### config.mk
export PLATFORM = sky130hd
export DESIGN_NAME = readout_ser_tx
export DESIGN_NICKNAME = d
export VERILOG_FILES = /design/src/rtl/readout_ser_tx.sv
export SDC_FILE = /design/constraint.sdc
export NUM_CORES = 1
export LEC_CHECK = 0
export BUFFER_PORTS_ARGS = -buffer_cell sky130_fd_sc_hd__buf_2
export CORE_ASPECT_RATIO = 1.25
export CORE_UTILIZATION = 55
export DETAILED_ROUTE_END_ITERATION = 8
export PLACE_DENSITY = 0.73
export SLEW_MARGIN = 5
export SYNTH_ARGS = -nofsm -noshare
export SYNTH_HDL_FRONTEND = slang
export SYNTH_SLANG_ARGS = --single-unit
### constraint.sdc
create_clock -name clk_bx -period 2.7 [get_ports clk_bx]
set_input_delay 0.135 -clock clk_bx [delete_from_list [all_inputs] [get_ports clk_bx]]
set_output_delay 0.135 -clock clk_bx [all_outputs]
set_load 0.005 [all_outputs]
### src/rtl/readout_ser_tx.sv
// rtl/readout_ser_tx.sv - Per-flavour readout link transmitter: hit FIFO, token, delayed 27-bit serial frame.
module readout_ser_tx #(
  parameter int FIFO_DEPTH = 4,
  parameter int TX_DLY     = 4,
  parameter bit GRAY_TS    = 1'b1
) (
  input  logic                          clk_bx,
  input  logic                          rst_n,
  input  logic                          hit_valid,
  input  logic [5:0]                    hit_col,
  input  logic [8:0]                    hit_row,
  input  logic [5:0]                    hit_le,
  input  logic [5:0]                    hit_te,
  output logic                          hit_ready,
  input  logic                          freeze,
  input  logic                          read,
  output logic                          token,
  output logic                          data_out,
  output logic                          tx_busy,
  output logic [$clog2(FIFO_DEPTH):0]   fifo_level,
  output logic                          err_read_empty,
  output logic                          err_read_busy
);

  localparam int AW = $clog2(FIFO_DEPTH);
  localparam int DW = (TX_DLY > 2) ? $clog2(TX_DLY) : 1;
  localparam int FW = 27;

  typedef enum logic [1:0] {IDLE, WAIT, SHIFT} state_t;

  state_t          state;
  logic [FW-1:0]   mem [FIFO_DEPTH];
  logic [AW-1:0]   wr_ptr;
  logic [AW-1:0]   rd_ptr;
  logic [AW:0]     count;
  logic [AW:0]     level_nxt;
  logic            ready_en;
  logic            read_q;
  logic [FW-1:0]   shreg;
  logic [4:0]      bit_cnt;
  logic [DW-1:0]   dly_cnt;
  logic [5:0]      le_tx;
  logic [5:0]      te_tx;
  logic            full;
  logic            wr_en;
  logic            rd_edge;
  logic            start;
  logic            pop;

  // ready_en keeps hit_ready low while reset is asserted and on the edge that releases it
  assign full       = (count == (AW+1)'(FIFO_DEPTH));
  assign hit_ready  = ready_en & ~full & ~freeze;
  assign wr_en      = hit_valid & hit_ready;
  assign rd_edge    = read & ~read_q;
  assign tx_busy    = (state != IDLE);
  assign start      = rd_edge & ~tx_busy;
  assign pop        = start & (count != '0);
  assign level_nxt  = count + (AW+1)'(wr_en) - (AW+1)'(pop);
  assign fifo_level = count;
  assign le_tx      = GRAY_TS ? (hit_le ^ (hit_le >> 1)) : hit_le;
  assign te_tx      = GRAY_TS ? (hit_te ^ (hit_te >> 1)) : hit_te;

  // TX_DLY must be >= 2: the frame MSB is driven TX_DLY-1 edges after the load edge
  always_ff @(posedge clk_bx or negedge rst_n) begin
    if (!rst_n) begin
      for (int i = 0; i < FIFO_DEPTH; i++) mem[i] <= '0;
      wr_ptr         <= '0;
      rd_ptr         <= '0;
      count          <= '0;
      token          <= 1'b0;
      ready_en       <= 1'b0;
      read_q         <= 1'b0;
      state          <= IDLE;
      shreg          <= '0;
      bit_cnt        <= '0;
      dly_cnt        <= '0;
      data_out       <= 1'b0;
      err_read_empty <= 1'b0;
      err_read_busy  <= 1'b0;
    end else begin
      read_q   <= read;
      ready_en <= 1'b1;
      count    <= level_nxt;
      token    <= (level_nxt != '0);
      if (wr_en) begin
        mem[wr_ptr] <= {hit_col, hit_row, le_tx, te_tx};
        wr_ptr      <= wr_ptr + 1'b1;
      end
      if (pop) rd_ptr <= rd_ptr + 1'b1;
      if (rd_edge && tx_busy) err_read_busy <= 1'b1;

      case (state)
        IDLE: begin
          data_out <= 1'b0;
          if (start) begin
            shreg   <= pop ? mem[rd_ptr] : '0;
            dly_cnt <= '0;
            state   <= WAIT;
            if (!pop) err_read_empty <= 1'b1;
          end
        end
        WAIT: begin
          if (dly_cnt == DW'(TX_DLY - 2)) begin
            data_out <= shreg[FW-1];
            shreg    <= {shreg[FW-2:0], 1'b0};
            bit_cnt  <= '0;
            state    <= SHIFT;
          end else begin
            dly_cnt <= dly_cnt + 1'b1;
          end
        end
        SHIFT: begin
          if (bit_cnt == 5'd26) begin
            data_out <= 1'b0;
            state    <= IDLE;
          end else begin
            data_out <= shreg[FW-1];
            shreg    <= {shreg[FW-2:0], 1'b0};
            bit_cnt  <= bit_cnt + 1'b1;
          end
        end
        default: begin
          data_out <= 1'b0;
          state    <= IDLE;
        end
      endcase
    end
  end

endmodule

After elaboration in Yosys (flattened, before gate mapping). Index checks and enable logic that the tools add are counted.

Input port bits: 32. Register bits: 157. Word-level logic and storage cells: 89. Output and inout port bits: 9.

Reduce and logical (&&, ||, !) cells: 14. Magnitude comparators: 3. Add/subtract/negate cells: 6. Eq/ne operators: 10. Bitwise logic cells: 15. Mux-type cells: 24.

Operators with widths (number): two-way mux 27 bit (7); bitwise mux 108 bit (1); one-hot mux 27 bit (3 select lines) (1); binary-select mux 27 bit (select 2 bit) (1); demux 27 bit (select 2 bit) (1); AND reduction 3 bit (4); XOR 6 x 5 -> 6 bit (2); two-way mux 2 bit (5); two-way mux 5 bit (2); inequality test 2 bit (second input constant) (5); one-hot mux 5 bit (2 select lines) (1); nonzero test 3 bit (3); adder 2 x 1 -> 2 bit (second input constant) (3); bitwise AND 1 bit (6); greater-or-equal comparator 3 bit (second input constant) (2); NOT 2 -> 3 bit (2); one-hot mux 2 bit (3 select lines) (1); nonzero test 2 bit (3); adder 5 x 1 -> 5 bit (second input constant) (1); equality test 5 bit (second input constant) (1); NOT 1 bit (5); equality test 2 bit (second input constant) (2); one-hot mux 2 bit (2 select lines) (1); AND reduction 4 bit (1); other kinds (9) (11).

Depth between registers and ports, before layout.
Word-level depth: 8. Gate-level depth with buffers: 10. Mapped depth without buffers: 10.

Worst setup path after synthesis. Ideal clock, no wire load.

Path type: register to register. From: reg count[0], in the netlist fifo_level[0]. To: reg token. Stages on the path, launching flop included: 10. Library setup time: 0.131 ns. Slack: 0.168 ns. Path buffers: 1. Period minus slack after synthesis: 2.532 ns. Arrival: 2.401 ns. Data required time: 2.569 ns. Cell sequence: dfrtp_1 or3b_1 buf_4 and2_1 nand2_2 ha_1 inv_1 ha_1 fa_1 or3_1.

Longest elaborated chain between the ends: 8. Elaborated cells on any way between the ends: 10. Classes of those cells: 2 x add/sub; 1 x eq/ne; 5 x bitwise; 2 x reduce/logical.

RTL lines: start, declared (RTL line 35) `logic [AW:0] count;`; start signal, assigned (RTL line 83) `count <= level_nxt;`; equality test 3 bit (RTL line 51) `assign full = (count == (AW+1)'(FIFO_DEPTH));`; NOT 1 bit (RTL line 52) `assign hit_ready = ready_en & ~full & ~freeze;`; bitwise AND 1 bit (2 in series) (RTL line 52); named net hit_ready (RTL line 14) `output logic hit_ready,`; bitwise AND 1 bit (RTL line 53) `assign wr_en = hit_valid & hit_ready;`; adder 3 x 1 -> 3 bit (RTL line 58) `assign level_nxt = count + (AW+1)'(wr_en) - (AW+1)'(pop);`; subtractor 3 x 1 -> 3 bit (RTL line 58); named net level_nxt[1] (RTL line 36) `logic [AW:0] level_nxt;`; nonzero test 3 bit (RTL line 84) `token <= (level_nxt != '0);`; end signal, assigned (RTL line 84); end, declared (RTL line 17) `output logic token,`.

The timed path passes the listed nets, and every way through them passes these cells. A chain may end at the register's enable or synchronous reset.

Worst setup path in the final report.
From: reg state[1]. To: reg token.

Longest elaborated chain between the ends: 6.

RTL lines: start, declared (RTL line 31) `state_t state;`; start signal, assigned (RTL line 73) `state <= IDLE;`; start signal, assigned (RTL line 98) `state <= WAIT;`; start signal, assigned (RTL line 107) `state <= SHIFT;`; nonzero test 2 bit (RTL line 55) `assign tx_busy = (state != IDLE);`; NOT 1 bit (RTL line 56) `assign start = rd_edge & ~tx_busy;`; bitwise AND 1 bit (RTL line 56); bitwise AND 1 bit (RTL line 57) `assign pop = start & (count != '0);`; named net pop (RTL line 48) `logic pop;`; subtractor 3 x 1 -> 3 bit (RTL line 58); named net level_nxt[1] (RTL line 36); nonzero test 3 bit (RTL line 84).

The timed path passes the listed nets, and every way through them passes these cells.

==> impl_metrics.tcl <==
set metrics [dict create \
    status "complete, no violations" \
    clk_pin_slew_ns 0.06 \
    gr-total-overflow 0 \
    coreArea_um2 12800 \
    crit_top_cell "ha_1" \
    routed_wl_mm 14.4 \
    synthesis.area_um2 7330 \
    ys_ff_latch 157 \
    syn2layout_area_growth_pct 13.9 \
    ys.flop_type "dfrtp_1" \
    synth_top_cells_by_count "dfrtp_1, nand2_1, o21ai_0" \
    netlist-cell-type-count 51 \
    wire_per_inst_um 18.1 \
    fin_nets 661 \
    worst_pin_slew_ns 0.722 \
    min_period_over_period_pct 93.5 \
    ant_nets 0 \
    dp_hpwl_mm 8.98 \
    final_util_pct 65.1 \
    numCtsBuffers 17 \
    crit_family "adder cells" \
    setup_tns_ns 0 \
    ys.warnings.count 0 \
    post-cts-setup-buffer-count 0 \
    rsz0062_at_grt "no" \
    grt_max_degree 71 \
    min-delay-start "hit_te[5]" \
    cp_num_buf_inv 2 \
    maxSlewViolCount 0 \
    first_iter_violations 249 \
    ir_worst_vdd_v 0.000604 \
    dr.pass1.iters 4 \
    worstSetupPathType "register to register" \
    cts.sinks 157 \
    syn_inst 559 \
    startpoint_type "register" \
    yosysTopAreaCell "dfrtp_1" \
    r2r_cells 9 \
    end_kind "register" \
    crit_path_end "token" \
    via_per_inst 5.83 \
    track_usage_pct 23.8 \
    max_slew_margin_pct 51.8 \
    yosysMostFrequentCell "dfrtp_1" \
    r2r_slack_ns 0.18 \
    clk_latency_ns 0.42 \
    initial_core_util_pct 57.1 \
    grt_pass1_wl_mm 25.0 \
    die_area_um2 13800 \
    core.rowCount 46 \
    synth_edf_count 0 \
    vias 4626 \
    tritoncts "yes" \
    synth_area_leaders "dfrtp_1, mux4_2, mux2_1" \
    maxCapViolCount 0 \
    fin_crit_ns 2.52 \
    cts_root_buf "clkbuf_16" \
    gp_congestion 0.781 \
    finalSetupViolCount 0 \
    die_width_um 105 \
    crit_path_max_fanout 4 \
    num_antenna_cells 0 \
    holdWs_ns 0.0266 \
    synth.avg_cell_area_um2 13.1 \
    leakage_uw 0.00370 \
    cts.path.max_buffers 2 \
    boundaryPins 41 \
    max_stage_delay_ns 0.44 \
    synth.yosys.seq_area_share_pct 53.6 \
    hold_path_class "input pin to register" \
    r2r-start "state[1]" \
    drc_errors 0 \
    crit_slowest_cell "fa_1" \
    ys_async_sr_fraction_pct 100 \
    crit_chain "inv_1, ha_1, nand3b_1, nor2_1, ha_1, inv_1, ha_1, fa_1, or3_1" \
    cp_data_required_time_ns 2.99 \
    r2r-end "token" \
    syn_nets 606 \
    skew_ns 0.00548 \
    h-tree-depth 4 \
    powerDensity_nw_per_um2 1210 \
    crit_cells 9 \
    synth_top_area_share_pct 53.6 \
    grt_pass1_vias 5054 \
    hold_viol 0 \
    crit_path_start "state[1]" \
    antenna_found_initial 0 \
    critical_path_arrival_ns 2.81 \
    drive_gt1_share_pct 27.3 \
    fmax_ghz 0.396 \
    portBuffers 40 \
    die_y_um 131 \
]
cells in the final DEF (no fill, tap or decap), types with 3 or more instances in the layout:
master,netlist,routed
nand4_4,4,4
nand3_1,4,4
a22oi_1,26,26
mux2_2,30,30
inv_1,14,14
clkbuf_16,0,17
nor2_1,6,6
mux4_2,27,27
nand2_1,49,49
a21oi_2,20,20
dfrtp_1,157,156
a21oi_1,34,34
buf_2,16,39
dlygate4sd3_1,0,17
o21ai_0,44,44
clkinv_2,0,7
xnor2_1,13,13
nand2b_1,3,3
buf_4,4,14
mux2_1,41,41
clkbuf_8,0,4
ha_1,14,14
repair_timing:
item,CTS,global route
endpoints found under the hold margin,125,0
hold buffers,17,0
resized for setup,0,0
routing by layer:
metal	part of all wire (%)	global-route usage, %
met4	1.7	9.61
met1	42	28.0
met2	53	42.8
met3	3.4	5.04
met5	0	0
where the power goes:
| part | internal (uW) | switching, uW |
|---|---|---|
| combinational | 1900 | 1830 |
| sequential | 3470 | 656 |
| clock | 1350 | 882 |
per-stage QoR:
stage | instances | area, um2 | total power (uW) | setup slack [ns]
2_1_floorplan | 559 | 7330 | 7050 | 0.168
3_3_place_gp | 746 | 7630 | 7640 | 0.297
3_5_place_dp | 746 | 7630 | 7900 | 0.215
4_1_cts | 794 | 8350 | 10200 | 0.184
5_1_grt | 794 | 8350 | 10800 | 0.0320
6_report | 794 | 8350 | 10100 | 0.176
registers in the layout, summed over array words and instances (netlist names):
name            flops
bit_cnt             5
mem               108
token               1
err_read_empty      1
state               2
ready_en            1
wr_ptr              2
fifo_level          3
data_out            1
dly_cnt             2
read_q              1
err_read_busy       1
rd_ptr              2
shreg              27
area by class of cell:
| cell class | instances | area [um2] |
|---|---|---|
| clock inverter | 8 | 65.1 |
| clock buffer | 23 | 488 |
| multi-input combinational | 351 | 3080 |
| tap | 168 | 210 |
| timing repair buffer | 73 | 522 |
| sequential | 157 | 3930 |
| inverter | 14 | 52.6 |
| fill | 992 | 4480 |
worst min path at each step:
stage                 end  slack [ns]  cells after the start
2_1_floorplan  bit_cnt[0]       -0.16                      0
3_3_place_gp    wr_ptr[1]        0.17                      1
3_5_place_dp    wr_ptr[0]        0.18                      1
4_1_cts            mem[5]       0.009                      2
5_1_grt            mem[5]        0.03                      2
6_report           mem[5]        0.03                      2
cells by family after synthesis:
kind of cell	count (synthesis)	synth area share [%]
buf+inv	51	4.32
other cells	1	0.0512
fa+ha+maj	15	2.66
compound gates	139	12.2
mux	98	19.2
flops	157	53.6
simple gates	83	6.20
xor+xnor	15	1.79
No activity file was read; power rests on OpenSTA's default activity.
